<file path="src/rtl/button_repeat.sv">
`default_nettype none
// ============================================================================
//  Module      : button_repeat
//  Description : Converts a debounced button level into press pulses (initial
//                press, first repeat after a hold delay, then periodic
//                auto-repeat) plus a release pulse. Timing is in tick strobes.
//                The release output is named release_pulse because "release"
//                is a reserved word in SystemVerilog.
//  Revision    : 1.0  initial release
// ============================================================================
module button_repeat #(
  parameter logic [15:0] HOLD_TICKS   = 16'd500,
  parameter logic [15:0] REPEAT_TICKS = 16'd100,
  parameter int          CNT_W        = 16
) (
  input  logic       clk,
  input  logic       rst,
  input  logic       tick,
  input  logic       in,
  output logic       press,
  output logic       release_pulse,
  output logic       held,
  output logic [7:0] repeat_cnt
);

  // Terminal counts, resized once to the counter width.
  localparam logic [CNT_W-1:0] HOLD_LAST   = CNT_W'(HOLD_TICKS - 16'd1);
  localparam logic [CNT_W-1:0] REPEAT_LAST = CNT_W'(REPEAT_TICKS - 16'd1);

  typedef enum logic [1:0] {
    IDLE      = 2'd0,
    WAIT_HOLD = 2'd1,
    REPEAT    = 2'd2
  } state_t;

  state_t           state;
  logic [CNT_W-1:0] cnt;
  logic             last;

  // Saturating increment used for every repeat.
  function automatic logic [7:0] sat_inc(input logic [7:0] v);
    return (v == 8'hFF) ? v : v + 8'd1;
  endfunction

  // Press/hold/repeat state machine; all outputs registered, pulses default low.
  always_ff @(posedge clk) begin
    if (rst) begin
      state         <= IDLE;
      cnt           <= '0;
      press         <= 1'b0;
      release_pulse <= 1'b0;
      held          <= 1'b0;
      repeat_cnt    <= 8'd0;
      // Start high so a button held through reset is not seen as a new press.
      last          <= 1'b1;
    end else begin
      press         <= 1'b0;
      release_pulse <= 1'b0;
      last          <= in;
      case (state)
        IDLE: begin
          if (in && !last) begin
            press      <= 1'b1;
            cnt        <= '0;
            repeat_cnt <= 8'd0;
            state      <= WAIT_HOLD;
          end
        end
        WAIT_HOLD: begin
          // Release is checked first so it wins over an expiring tick.
          if (!in) begin
            release_pulse <= 1'b1;
            state         <= IDLE;
          end else if (tick) begin
            if (cnt == HOLD_LAST) begin
              press      <= 1'b1;
              held       <= 1'b1;
              repeat_cnt <= sat_inc(repeat_cnt);
              cnt        <= '0;
              state      <= REPEAT;
            end else begin
              cnt <= cnt + 1'b1;
            end
          end
        end
        REPEAT: begin
          if (!in) begin
            release_pulse <= 1'b1;
            held          <= 1'b0;
            state         <= IDLE;
          end else if (tick) begin
            if (cnt == REPEAT_LAST) begin
              press      <= 1'b1;
              repeat_cnt <= sat_inc(repeat_cnt);
              cnt        <= '0;
            end else begin
              cnt <= cnt + 1'b1;
            end
          end
        end
        default: begin
          held  <= 1'b0;
          state <= IDLE;
        end
      endcase
    end
  end

endmodule
`default_nettype wire

</file>
<file path="config.mk">
export PLATFORM = sky130hd
export DESIGN_NAME = button_repeat
export DESIGN_NICKNAME = d
export VERILOG_FILES = /design/src/rtl/button_repeat.sv
export SDC_FILE = /design/constraint.sdc
export NUM_CORES = 1
export LEC_CHECK = 0
export CAP_MARGIN = 40
export CELL_PAD_IN_SITES_DETAIL_PLACEMENT = 0
export CELL_PAD_IN_SITES_GLOBAL_PLACEMENT = 2
export CORE_ASPECT_RATIO = 2
export CORE_MARGIN = 8
export CORE_UTILIZATION = 37
export CTS_BUF_LIST = sky130_fd_sc_hd__clkbuf_4 sky130_fd_sc_hd__clkbuf_8
export DETAILED_ROUTE_END_ITERATION = 10
export GPL_ROUTABILITY_DRIVEN = 0
export PLACE_DENSITY_LB_ADDON = 0.1
export SLEW_MARGIN = 20
export SYNTH_ARGS = -nofsm -noshare
export SYNTH_HDL_FRONTEND = slang
export SYNTH_SLANG_ARGS = --single-unit
</file>
<file path="constraint.sdc">
create_clock -name clk -period 2.43 [get_ports clk]
set_clock_uncertainty 0.05 [all_clocks]
set_input_delay 0.486 -clock clk [delete_from_list [all_inputs] [get_ports clk]]
set_output_delay 0.486 -clock clk [all_outputs]
set_load 0.01 [all_outputs]
</file>
# --- Yosys cells after proc, flatten, opt, wreduce, memory -nomap -nowiden ---
# Cells that the tools add are included.
totals:
  reg_bits: 30
  elab_cells: 73
op_classes:
  n_addsub: 2
  n_eq_ne: 15
  n_mux: 37
  bitwise_logic: 2
  n_reduce_logical: 10
ops:
  columns: ["operator", "n"]
  rows:
  - ["$mux W16", 7]
  - ["$mux W8", 8]
  - ["$pmux W16 S3", 1]
  - ["$pmux W8 S3", 1]
  - ["$add A16 B1 Y16 const B", 1]
  - ["$eq A16 B7 Y1 const B", 1]
  - ["$eq A16 B9 Y1 const B", 1]
  - ["$ne A2 B2 Y1 const B", 8]
  - ["$mux W1", 12]
  - ["$mux W2", 5]
  - ["$add A8 B1 Y8 const B", 1]
  - ["$eq A8 B8 Y1 const B", 1]
  - ["$reduce_and A8 Y1", 1]
  - ["$ne A3 B3 Y1 const B", 2]
  - ["$pmux W1 S3", 2]
  - ["$pmux W2 S3", 1]
  - ["$reduce_and A6 Y1", 1]
  - ["$reduce_and A5 Y1", 1]
  - ["$reduce_and A4 Y1", 1]
  - ["$reduce_or A2 Y1", 2]
  - ["$reduce_bool A3 Y1", 1]
  - ["$eq A2 B1 Y1 const B", 1]
  - ["$eq A2 B2 Y1 const B", 1]
  - ["$logic_not A2 Y1", 1]
  - ["other kinds (3)", 4]

# --- Longest topological paths before layout ---
depth:
  depth_word: 6
  ltp_mapped: 9
  depth_no_buf: 7

# --- Worst setup path after synthesis ---
# Ideal clock, no wire load.
synth_timing:
  path_kind: "register to register"
  start: "register state[0]"
  end: "register cnt[9]"
  setup_ps: 70
  arrival_time_ps: 1898
  setup_slack_ps: 412
  path_stages_with_launch: 9
  path_buffers: 1
  cell_sequence: "dfxtp_1 > inv_1 > ha_1 > a21boi_1 > a2111oi_4 > buf_4 > nand4b_1 > a221o_1 > a21oi_1"
synth_between:
  elab_chain_cells: 3
  word_cells_on_any_way: 11
  cone_classes: "eq/ne (7); mux (1); reduce/logical (3)"
synth_lines:
  columns: ["element", "line", "text"]
  rows:
  - ["from (decl)", "36", "state_t state;"]
  - ["from (signal assigned)", "48", "state <= IDLE;"]
  - ["from (signal assigned)", "66", "state <= WAIT_HOLD;"]
  - ["from (signal assigned)", "73", "state <= IDLE;"]
  - ["$eq A2 B2 Y1, or another cell as far along", "60", "case (state)"]
  - ["$ne A2 B2 Y1 (no line) or $reduce_bool A3 Y1 (tied branches)", null, null]
  - ["$reduce_and A6 Y1 (no line)", null, null]
  - ["to (signal assigned)", "82", "cnt <= cnt + 1'b1;"]
  - ["to (signal assigned)", "97", "cnt <= cnt + 1'b1;"]
  - ["to (decl)", "37", "logic [CNT_W-1:0] cnt;"]
# Several ways; a longest one is shown, not always the timed one.
# A chain may end at the register's enable or synchronous reset.

# --- Worst setup path in the final report ---
layout_timing:
  start: "register state[0]"
  end: "register repeat_cnt[1]"
layout_between:
  elab_chain_cells: 3
  word_cells_on_any_way: 13
  cone_classes: "eq/ne (9); mux (1); reduce/logical (3)"
layout_lines:
  columns: ["element", "line", "text"]
  rows:
  - ["$eq A2 B2 Y1, or another cell as far along", "60", null]
  - ["$ne A2 B2 Y1 (no line) or $reduce_bool A3 Y1 (tied branches)", null, null]
  - ["$reduce_and A8 Y1 (no line)", null, null]
  - ["to (signal assigned)", "78", "repeat_cnt <= sat_inc(repeat_cnt);"]
  - ["to (signal assigned)", "94", "repeat_cnt <= sat_inc(repeat_cnt);"]
  - ["to (decl)", "23", "output logic [7:0] repeat_cnt"]
# Several ways; a longest one is shown, not always the timed one.

==> out/results.md <==
### Run status
- **outcome** finished clean

### Die
- **chip width** 64.4 um
- **IO Pins** 15
- **DIE AREA** 7270 um^2
- **Die Y** 113 um
- **core box area** 4550 um^2
- **initial core utilization** 38.1%
- **number of cell rows** 35

### Layout
- **Final Core Density** 45.7%
- **Nets** 230
- **number of diodes** 0
- **commonest non-fill, non-tap cell in the layout** dfxtp_1
- **fraction of final layout cells with drive strength greater than 1** 15.4%
- **post-route standard cell area excluding fillers** 2080 um^2
- **top library cells by usage in the layout, fill and taps aside** dfxtp_1, nor2_1, nand4_1
- **non-filler instance count after layout** 276
- **layout overhead on the synthesized area** 19.8%

### Routing
- **router iterations before antenna repair** 4
- **Via-to-Cell Ratio** 5.76
- **routed wire length** 4690 um
- **number of nets still failing antenna checks after routing** 0
- **Initial DRC Count** 47
- **via count** 1591
- **drc violations** 0
- **WL/cell** 17.0 um

### Critical path
- **required arrival time at the worst endpoint** 2590 ps
- **Setup Crit Path Kind** flop to flop
- **CP arrival** 2440 ps
- **sort of element at the end of the critical path** flop
- **crit-path max FO** 5
- **kind of start point of the critical path** flop

### Global routing
- **global-route wire length before repair** 7850 um
- **via count of the first global-routing pass** 1660
- **global-route usage over all layers** 13.4%
- **antenna violations before repair** 0
- **maximum number of pins on one net before global-route repair** 14
- **total global routing overflow** 0

### Logic synthesis
- **flip-flop cell with the highest count after synthesis** dfxtp_1
- **sequential cell area fraction in the yosys report** 34.6%
- **synth warn** 0
- **Avg Inst Size Synth** 8.81 um^2
- **number of enable flip-flop cells after synthesis** 0
- **number of flip-flops and latches in the synthesized netlist** 30
- **number of nets in the synthesized netlist** 207
- **Post-Synthesis Cells** 197
- **async set-or-reset flop fraction in the synthesized netlist** 0%
- **number of distinct standard cells referenced by the synthesized netlist** 55
- **mapped cell area** 1740 um^2

### STA
- **number of slew-limit violations in the final report** 0
- **Max Fclk** 440 MHz
- **total negative slack for setup checks** 0 ps
- **pin slew with the least headroom to its limit** 401 ps
- **final setup fails** 0
- **final critical delay including setup and external delays** 2270 ps
- **Worst Slack Setup Final** 156 ps
- **Final Hold Violating Endpoints** 0
- **RSZ-0062 raised after global routing** false
- **final clock period utilization by the worst path** 93.6%
- **relative slew slack** 73.3%

### Placed design
- **placed wire-length estimate** 3600 um
- **Port Buffers** 14
- **pre-CTS worst setup slack** -96.4 ps
- **Cell Count Post-Placement** 268
- **area of placed instances** 1980 um^2

### Clock network
- **clock tree from TritonCTS** yes
- **Post-CTS Repair Setup Buffers** 0
- **number of clock sinks** 30
- **Clk Tree Root Cell** clkbuf_8
- **clk buf depth** 2
- **number of buffers created by CTS** 5
- **post-cts resize count** 0
- **CTS hold repair buffers** 0
- **clock slew at reported path FFs** 70 ps
- **depth of the CTS H-tree** 2
- **clock insertion delay at the later pin of the skew report** 280 ps

### Run
- **Maximum Capacitance Violations** 0

### Min path
- **Hold Path Class** flop to flop

### Power
- **leak pwr** 0.728 nW
- **Pwr per Cell Area** 565 nW/um^2
- **Max rail drop VDD** 0.401 mV

[routing by layer]
layer | vias to the layer above | global-route usage (%) | wire length, um
li1 | 790 | - | -
met1 | 771 | 12.8 | 1710
met2 | 19 | 25.4 | 2730
met3 | 11 | 2.57 | 123
met4 | 0 | 7.33 | 131
met5 | - | 0 | 0
[sequential cells by signal, indices dropped and copies added, names as in the netlist]
register and cells:
held 1, repeat_cnt 8, last 1, release_pulse 1, press 1, state 2, cnt 16
[cell type report]
| type | instances | area (um^2) |
|---|---|---|
| clock inverters | 1 | 5.00 |
| flip-flops and latches | 30 | 601 |
| inverters | 10 | 37.5 |
| repair buffers | 26 | 230 |
| multi-input cells | 147 | 1050 |
| clock buffers | 7 | 90.1 |
| fillers | 471 | 2470 |
| well taps | 55 | 68.8 |
[cell usage after synthesis (2+ instances only)]
| master | number | area [um^2] |
|---|---|---|
| nor4_1 | 2 | 12.5 |
| and4_1 | 2 | 17.5 |
| nand3_1 | 5 | 25.0 |
| nor3b_1 | 3 | 22.5 |
| o2111ai_1 | 3 | 26.3 |
| and3_1 | 4 | 25.0 |
| clkbuf_1 | 4 | 15.0 |
| inv_1 | 9 | 33.8 |
| a211oi_1 | 4 | 30.0 |
| a21o_1 | 2 | 15.0 |
| a311oi_1 | 2 | 17.5 |
| nand4_1 | 16 | 100 |
| a21boi_1 | 2 | 15.0 |
| nand2_1 | 14 | 52.6 |
| xnor2_1 | 3 | 26.3 |
| a31oi_1 | 2 | 12.5 |
| nor2_1 | 17 | 63.8 |
| buf_4 | 2 | 15.0 |
| o21ai_0 | 2 | 10.0 |
| nor3_1 | 6 | 30.0 |
| xor2_1 | 9 | 78.8 |
| ha_1 | 6 | 75.1 |
| nor4_2 | 2 | 25.0 |
| dfxtp_1 | 30 | 601 |
| a21oi_1 | 6 | 30.0 |
| nand2b_1 | 2 | 12.5 |
| a32o_1 | 6 | 60.1 |
| and4_4 | 2 | 22.5 |
| buf_2 | 4 | 20.0 |
[worst paths after layout]
kind	cells past startpoint	to	startpoint	slack, ps
max	7	repeat_cnt[1]	state[0]	160
min	2	cnt[1]	cnt[1]	470
max reg2reg	7	repeat_cnt[1]	state[0]	160
min reg2reg	2	cnt[1]	cnt[1]	470
[report_power, final]
group,total (W),internal [W],switching [W]
sequential,0.000510,0.000501,0.00000897
clock,0.000425,0.000239,0.000185
combinational,0.000241,0.0000914,0.000150
total,0.00118,0.000832,0.000344
[kinds of logic after synthesis]
| group | count (synthesis) | synth area share (%) |
|---|---|---|
| compound gates | 44 | 20.9 |
| flops | 30 | 34.6 |
| xor+xnor | 12 | 6.06 |
| simple gates | 85 | 29.1 |
| buf+inv | 20 | 5.05 |
| fa+ha+maj | 6 | 4.33 |
[through the flow]
stage,power (W),hold WS [ps]
finish,0.00118,470
global route,0.00124,502
detailed placement,0.000761,455
CTS,0.00119,465
floorplan,0.000683,421
global placement,0.000759,444
[critical path: stages (launching register included)]
cell and delay (ps):
dfxtp_1 400, inv_1 90, ha_1 270, a21boi_1 190, a211oi_1 320, o21ai_1 200
or4_1 530, a21oi_1 160
Power figures use the tool's default switching activity.
